<file path="config.mk">
export PLATFORM = sky130hd
export DESIGN_NAME = bcd_unit_counter
export DESIGN_NICKNAME = d
export VERILOG_FILES = /design/src/rtl/bcd_unit_counter.sv
export SDC_FILE = /design/constraint.sdc
export NUM_CORES = 1
export LEC_CHECK = 0
export ABC_AREA = 1
export CAP_MARGIN = 20
export CORE_UTILIZATION = 30
export CTS_CLUSTER_DIAMETER = 100
export DETAILED_ROUTE_END_ITERATION = 8
export GPL_TIMING_DRIVEN = 0
export PLACE_DENSITY_LB_ADDON = 0.2
export SYNTH_ARGS = -nofsm -noshare
export SYNTH_HDL_FRONTEND = slang
export SYNTH_SLANG_ARGS = --single-unit
</file>
<file path="constraint.sdc">
create_clock -name clock -period 1.6 [get_ports clock]
set_input_delay 0.24 -clock clock [delete_from_list [all_inputs] [get_ports clock]]
set_output_delay 0.24 -clock clock [all_outputs]
set_load 0.05 [all_outputs]
</file>
<file path="src/rtl/bcd_unit_counter.sv">
// Packed-BCD time/calendar unit counter with tick-enabled RUN mode and a SET mode driven by synchronised inc/dec keys.
// Optional blink output for SET mode is built when SET_BLINK_EN is defined (adds blink_tick/blank ports).
module bcd_unit_counter #(
  parameter int MODULO    = 60,
  parameter int DIGITS    = 2,
  parameter int MIN_VALUE = 0
) (
  input  logic                  clock,
  input  logic                  reset,
  input  logic                  tick_in,
  input  logic                  set,
  input  logic                  inc_key,
  input  logic                  dec_key,
  input  logic                  clear,
  output logic [4*DIGITS-1:0]   count_bcd,
  output logic                  carry,
  output logic                  setting
`ifdef SET_BLINK_EN
  ,
  input  logic                  blink_tick,
  output logic                  blank
`endif
);

  localparam int W = 4 * DIGITS;

  function automatic logic [W-1:0] to_bcd(input int value);
    logic [W-1:0] r;
    int           v;
    r = '0;
    v = value;
    for (int i = 0; i < DIGITS; i++) begin
      r[4*i +: 4] = 4'(v % 10);
      v = v / 10;
    end
    return r;
  endfunction

  function automatic int pow10(input int n);
    int r;
    r = 1;
    for (int i = 0; i < n; i++) r = r * 10;
    return r;
  endfunction

  localparam logic [W-1:0] MIN_BCD = to_bcd(MIN_VALUE);
  localparam logic [W-1:0] MAX_BCD = to_bcd(MIN_VALUE + MODULO - 1);

  if (MODULO < 1 || MIN_VALUE < 0 || (MIN_VALUE + MODULO - 1) >= pow10(DIGITS)) begin : g_param_check
    $error("bcd_unit_counter: MODULO/MIN_VALUE range does not fit in DIGITS BCD digits");
  end

  // Digit-serial ripple: each digit rolls 9->0 and passes the +1 upward.
  function automatic logic [W-1:0] bcd_inc(input logic [W-1:0] v);
    logic [W-1:0] r;
    logic         c;
    r = v;
    c = 1'b1;
    for (int i = 0; i < DIGITS; i++) begin
      if (c) begin
        if (r[4*i +: 4] == 4'd9) begin
          r[4*i +: 4] = 4'd0;
        end else begin
          r[4*i +: 4] = r[4*i +: 4] + 4'd1;
          c = 1'b0;
        end
      end
    end
    return r;
  endfunction

  function automatic logic [W-1:0] bcd_dec(input logic [W-1:0] v);
    logic [W-1:0] r;
    logic         b;
    r = v;
    b = 1'b1;
    for (int i = 0; i < DIGITS; i++) begin
      if (b) begin
        if (r[4*i +: 4] == 4'd0) begin
          r[4*i +: 4] = 4'd9;
        end else begin
          r[4*i +: 4] = r[4*i +: 4] - 4'd1;
          b = 1'b0;
        end
      end
    end
    return r;
  endfunction

  typedef enum logic {
    ST_RUN = 1'b0,
    ST_SET = 1'b1
  } state_t;

  state_t state_q, state_next;

  logic set_s1, set_s2;
  logic inc_s1, inc_s2, inc_d;
  logic dec_s1, dec_s2, dec_d;
  logic inc_ev, dec_ev;

  logic [W-1:0] count_q, count_next;
  logic         carry_q, carry_next;

  // The state register doubles as the third (edge) flop of the set chain.
  always_ff @(posedge clock or negedge reset) begin
    if (!reset) begin
      set_s1 <= 1'b0;
      set_s2 <= 1'b0;
      inc_s1 <= 1'b0;
      inc_s2 <= 1'b0;
      inc_d  <= 1'b0;
      dec_s1 <= 1'b0;
      dec_s2 <= 1'b0;
      dec_d  <= 1'b0;
    end else begin
      set_s1 <= set;
      set_s2 <= set_s1;
      inc_s1 <= inc_key;
      inc_s2 <= inc_s1;
      inc_d  <= inc_s2;
      dec_s1 <= dec_key;
      dec_s2 <= dec_s1;
      dec_d  <= dec_s2;
    end
  end

  assign inc_ev = inc_s2 & ~inc_d;
  assign dec_ev = dec_s2 & ~dec_d;

  always_ff @(posedge clock or negedge reset) begin
    if (!reset) state_q <= ST_RUN;
    else        state_q <= state_next;
  end

  always_comb begin
    state_next = state_q;
    if (set_s2) state_next = ST_SET;
    else        state_next = ST_RUN;
  end

  assign setting = (state_q == ST_SET);

  // Mode handling follows the current (old) state on the switching cycle.
  always_comb begin
    count_next = count_q;
    carry_next = 1'b0;
    if (clear) begin
      count_next = MIN_BCD;
    end else if (state_q == ST_RUN) begin
      if (tick_in) begin
        if (count_q == MAX_BCD) begin
          count_next = MIN_BCD;
          carry_next = 1'b1;
        end else begin
          count_next = bcd_inc(count_q);
        end
      end
    end else begin
      if (inc_ev && !dec_ev) begin
        count_next = (count_q == MAX_BCD) ? MIN_BCD : bcd_inc(count_q);
      end else if (dec_ev && !inc_ev) begin
        count_next = (count_q == MIN_BCD) ? MAX_BCD : bcd_dec(count_q);
      end
    end
  end

  always_ff @(posedge clock or negedge reset) begin
    if (!reset) begin
      count_q <= MIN_BCD;
      carry_q <= 1'b0;
    end else begin
      count_q <= count_next;
      carry_q <= carry_next;
    end
  end

  assign count_bcd = count_q;
  assign carry     = carry_q;

`ifdef SET_BLINK_EN
  logic blank_q, blank_next;

  // Blank only toggles while staying in SET; entering, leaving or a key press shows the digits.
  always_comb begin
    blank_next = blank_q;
    if (state_q != ST_SET || state_next != ST_SET) begin
      blank_next = 1'b0;
    end else if (inc_ev || dec_ev) begin
      blank_next = 1'b0;
    end else if (blink_tick) begin
      blank_next = ~blank_q;
    end
  end

  always_ff @(posedge clock or negedge reset) begin
    if (!reset) blank_q <= 1'b0;
    else        blank_q <= blank_next;
  end

  assign blank = blank_q;
`endif

endmodule

</file>
-- After elaboration in Yosys (flattened, before gate mapping)
Index checks and enable logic that the tools add are counted.
- register bits after elaboration: 18
- input port bits: 7
- add/sub/neg operators: 4
- equal/unequal tests: 6
- muxes and demuxes: 33
- bitwise gates (word level): 4
- reductions and logical operators: 11
- operators with widths (kind ; count):
    $mux W8 ; 8
    $mux W4 ; 7
    $mux W1 ; 18
    $add A4 B1 Y4 const B ; 2
    $eq A4 B4 Y1 const B ; 2
    $eq A8 B7 Y1 const B ; 1
    $logic_not A4 Y1 ; 2
    $logic_not A8 Y1 ; 1
    $sub A4 B1 Y4 const B ; 2
    $ne A5 B2 Y1 const B ; 1
    $ne A5 B4 Y1 const B ; 1
    $reduce_and A5 Y1 ; 1
    $ne A4 B2 Y1 const B ; 1
    $reduce_bool A4 Y1 ; 1
    $reduce_bool A3 Y1 ; 1
    $and A1 B1 Y1 ; 2
    $logic_and A1 B1 Y1 ; 2
    $logic_not A1 Y1 ; 2
    $not A1 Y1 ; 2
    $reduce_and A2 Y1 ; 1

-- Logic depth before layout (Yosys ltp)
- depth after elaboration: 14
- depth in mapped cells: 11
- mapped depth without buffers: 11

-- Least setup slack after synthesis
OpenSTA, ideal clock, no wires.
- path kind: register to register
- start point: reg count_q[0] (netlist: count_bcd[0])
- end point: reg count_q[7] (netlist: count_bcd[7])
- arrival: 1.570 ns
- required time: 1.482 ns
- slack: -0.088 ns
- cell stages (with the launch flop): 9
- period minus slack after synthesis: 1.688 ns
- cell sequence: dfrtp_1 -> inv_1 -> ha_1 -> nand3_4 -> nand2_2 -> nand4_4 -> inv_2 -> nand2_1 -> nand2_1
- cells in the longest elaborated chain, start to end: 8
- elaborated cells between the ends (all ways): 29
- RTL lines (what ; RTL line ; text):
    start: declaration ; 102 ; logic [W-1:0] count_q, count_next;
    start signal: assignment ; 173 ; count_q <= count_next;
    $logic_not A4 Y1 / $eq A4 B4 Y1 (equally long branches) ; 79, 61 ;
    $mux W1 (on tied branches) ; 79, 61 ;
    $mux W1 (on tied branches) ; 162, 152 ;
    $mux W1 (on tied branches) ; 160, 151 ;
    $mux W1 ; 150 ; end else if (state_q == ST_RUN) begin
    $mux W1 ; 148 ; if (clear) begin
    $ne A5 B2 Y1 (no line) / $reduce_bool A4 Y1 (equally long branches) ; - ;
    $reduce_and A5 Y1 (no line) ; - ;
Parallel ways exist; a longest one is shown, timed or not. The select of a mux whose other input is x is not followed.
A chain may end at the register's enable or synchronous reset.

-- Worst setup path after layout
- start point: reg state_q (netlist: setting)
- end point: out setting
- RTL lines (what ; RTL line ; text):
    start: declaration ; 95 ; state_t state_q, state_next;
    start signal: assignment ; 133 ; else state_q <= state_next;
    end: declaration ; 17 ; output logic setting
No word-level cell between the ends.

==> results.yml <==
placement:
  pre_cts_slack_ns: 0.00533
  dp_cells: 191
  dpl.hpwl_mm: 1.62
  place_congestion: 0.875
  portBuffers: 16
  dpl_cell_area_um2: 1270
clock_network:
  cts_made_buffers: 3
  path_clk_slew_ns: 0.10
  clock_sinks: 18
  insertion_delay_ns: 0.29
  cts_root_buffer: "clkbuf_4"
  cts_tree: "yes"
  clk_path_buf_depth: 2
  htreeDepth: 1
  hold_buffers: 0
setup_path:
  startpoint_type: "register"
  path_buf_inv: 1
  crit_required_ns: 1.36
  critical_path_arrival_ns: 1.30
  crit_type: "reg -> out"
  crit_family: "buffers and inverters"
  critPathMaxStageDelay_ns: 0.56
  slowest_stage: "dlygate4sd2_1"
  worstPathCellList: "dlygate4sd2_1"
  r2r_slack_ns: 0.07
  crit_fanout: 6
  end_kind: "output pin"
synth:
  syn_area_um2: 1050
  synth_top_cell_by_area: "dfrtp_1"
  syn_area_per_cell_um2: 8.17
  synth_area_leaders: "dfrtp_1, nand2_1, ha_1"
  synth_cell_types: 24
  syn_inst: 129
  synth_top_cell_area_share_pct: 42.8
  yosysSeqAreaShare_pct: 42.8
  synth_enable_flop_cells: 0
  ys_warn_count: 0
  syn_nets: 141
  synth-seq-cells: 18
  ys.flop_type: "dfrtp_1"
  synthArstFlopShare_pct: 100
grt:
  grt-ovfl-total: 0
  antenna_found_initial: 0
  grt_usage_pct: 12.2
  grt_max_degree: 19
  grt_pass1_wl_mm: 3.37
  grt_pass1_vias: 750
power:
  pwr-share-clk_pct: 15.9
  switching_share_pct: 45.7
  irDropWorstVdd_mv: 0.527
  powerDensity_nw_per_um2: 1310
  p_leak_nw: 0.661
  p_sw_uw: 782
  internal-power_uw: 931
  comb_power_share_pct: 48.6
  power_frac_seq_pct: 35.5
timing:
  min_period_ns: 1.54
  finalSetupViolCount: 0
  layout_setup_ws_ns: 0.0568
  maxSlewViolCount: 0
  relSlewSlack_pct: 48.6
  tightestPinTransition_ns: 0.768
  finalHoldViolations: 0
  timing.fmax_mhz: 648
  period_share_pct: 96.5
  finalClockSkew_ns: 0.00564
  setup_tns_ns: 0
floorplanning:
  die_h_um: 61.3
  core_um2: 3360
  io_pins: 17
  rows: 21
  die_x_um: 61.3
  start_util_pct: 31.3
  die_area_um2: 3750
drt:
  drtIter0Drc: 58
  postRouteAntennaNets: 0
  dr_wl_met2_um: 968
  wl_per_cell_um: 10.5
  highest_layer: "met4"
  met1_length_mm: 1.04
  dr_total_vias: 874
  drcViolationCount: 0
  met3WireLength_um: 48
  firstDrtPassIters: 4
  vias_per_cell: 4.46
  wl_mm: 2.06
final_layout:
  design_area_um2: 1310
  drive_above_1_share_pct: 22.0
  area_growth_syn_to_layout_pct: 24.1
  nFillCells: 384
  final_cells: 196
  nets: 163
  postLayoutCoreUtil_pct: 38.9
  mostFrequentLayoutCell: "nand2_1"
  layout_common_cells: "nand2_1, dfrtp_1, nand3_1"
  diodes: 0
outcome:
  status: "finished, final reports clean"
run:
  cap_violations: 0
worst_hold_path:
  hold_path.class: "reg -> reg"
[worst paths after layout]
kind                              start            to  cells past startpoint
max in group asynchronous         reset  count_bcd[0]                      1
setup / recovery                setting       setting                      1
setup reg to reg           count_bcd[1]         carry                      7
hold / removal                   set_s1        set_s2                      0
hold reg to reg                  set_s1        set_s2                      0
min in group asynchronous         reset  count_bcd[2]                      1
[per-stage QoR]
step           hold slack, ns  power [mW]
6_report                0.357        1.71
3_5_place_dp            0.337        1.48
4_1_cts                 0.362        1.73
3_3_place_gp            0.333        1.47
2_1_floorplan         -0.0556        1.24
5_1_grt                 0.356        1.84
[cells by family after synthesis]
kind of cell | Yosys count | synth area share, %
xor gates and xnor gates | 5 | 4.16
adders and majority gates | 5 | 5.94
buffers and inverters | 19 | 7.36
and+or+nand+nor | 71 | 34.0
AOI/OAI and AO/OA | 11 | 5.82
DFF | 18 | 42.8
[synth_stat cells (2+ instances only)]
| cell type | count |
|---|---|
| dfrtp_1 | 18 |
| ha_1 | 5 |
| inv_1 | 10 |
| inv_2 | 7 |
| nand2_1 | 38 |
| nand2_2 | 3 |
| nand3_1 | 12 |
| nand3_2 | 3 |
| nor2_1 | 8 |
| nor2_2 | 2 |
| o21ai_0 | 7 |
| xor2_1 | 4 |
[layer usage]
metal	vias to the layer above	global-route usage [%]
li1	449	-
met1	407	17.4
met2	16	18.6
met3	2	1.89
met4	0	4.87
met5	-	0
[power by group through the flow]
stage	logic (mW)	clock network [mW]	registers [mW]
after floorplan	0.464	0	0.779
after global placement	0.853	0	0.615
after detailed placement	0.862	0	0.617
after CTS	0.834	0.291	0.607
after global routing	0.926	0.300	0.616
final	0.833	0.272	0.608
[registers in the layout, summed over array words and instances (netlist names)]
| register | count |
|---|---|
| inc_d | 1 |
| count_bcd | 8 |
| inc_s2 | 1 |
| set_s1 | 1 |
| set_s2 | 1 |
| inc_s1 | 1 |
| dec_d | 1 |
| dec_s2 | 1 |
| setting | 1 |
| dec_s1 | 1 |
| carry | 1 |
[cell type report]
cell class                      instances  area [um^2]  area share [%]
Buffer                                  1         7.51           0.574
Clock buffer                            4         36.3            2.78
Inverter                               18         70.1            5.36
Multi-Input combinational cell         92          533            40.8
Sequential cell                        18          453            34.6
Tap cell                               46         57.6            4.40
Timing Repair Buffer                   17          150            11.5
[what timing repair did]
action,CTS,global route
endpoints found under the setup margin,10,7
resized for setup,14,5
gates cloned,0,0
setup buffers,0,1
pin swaps,0,1
(Power assumes the default switching activity.)
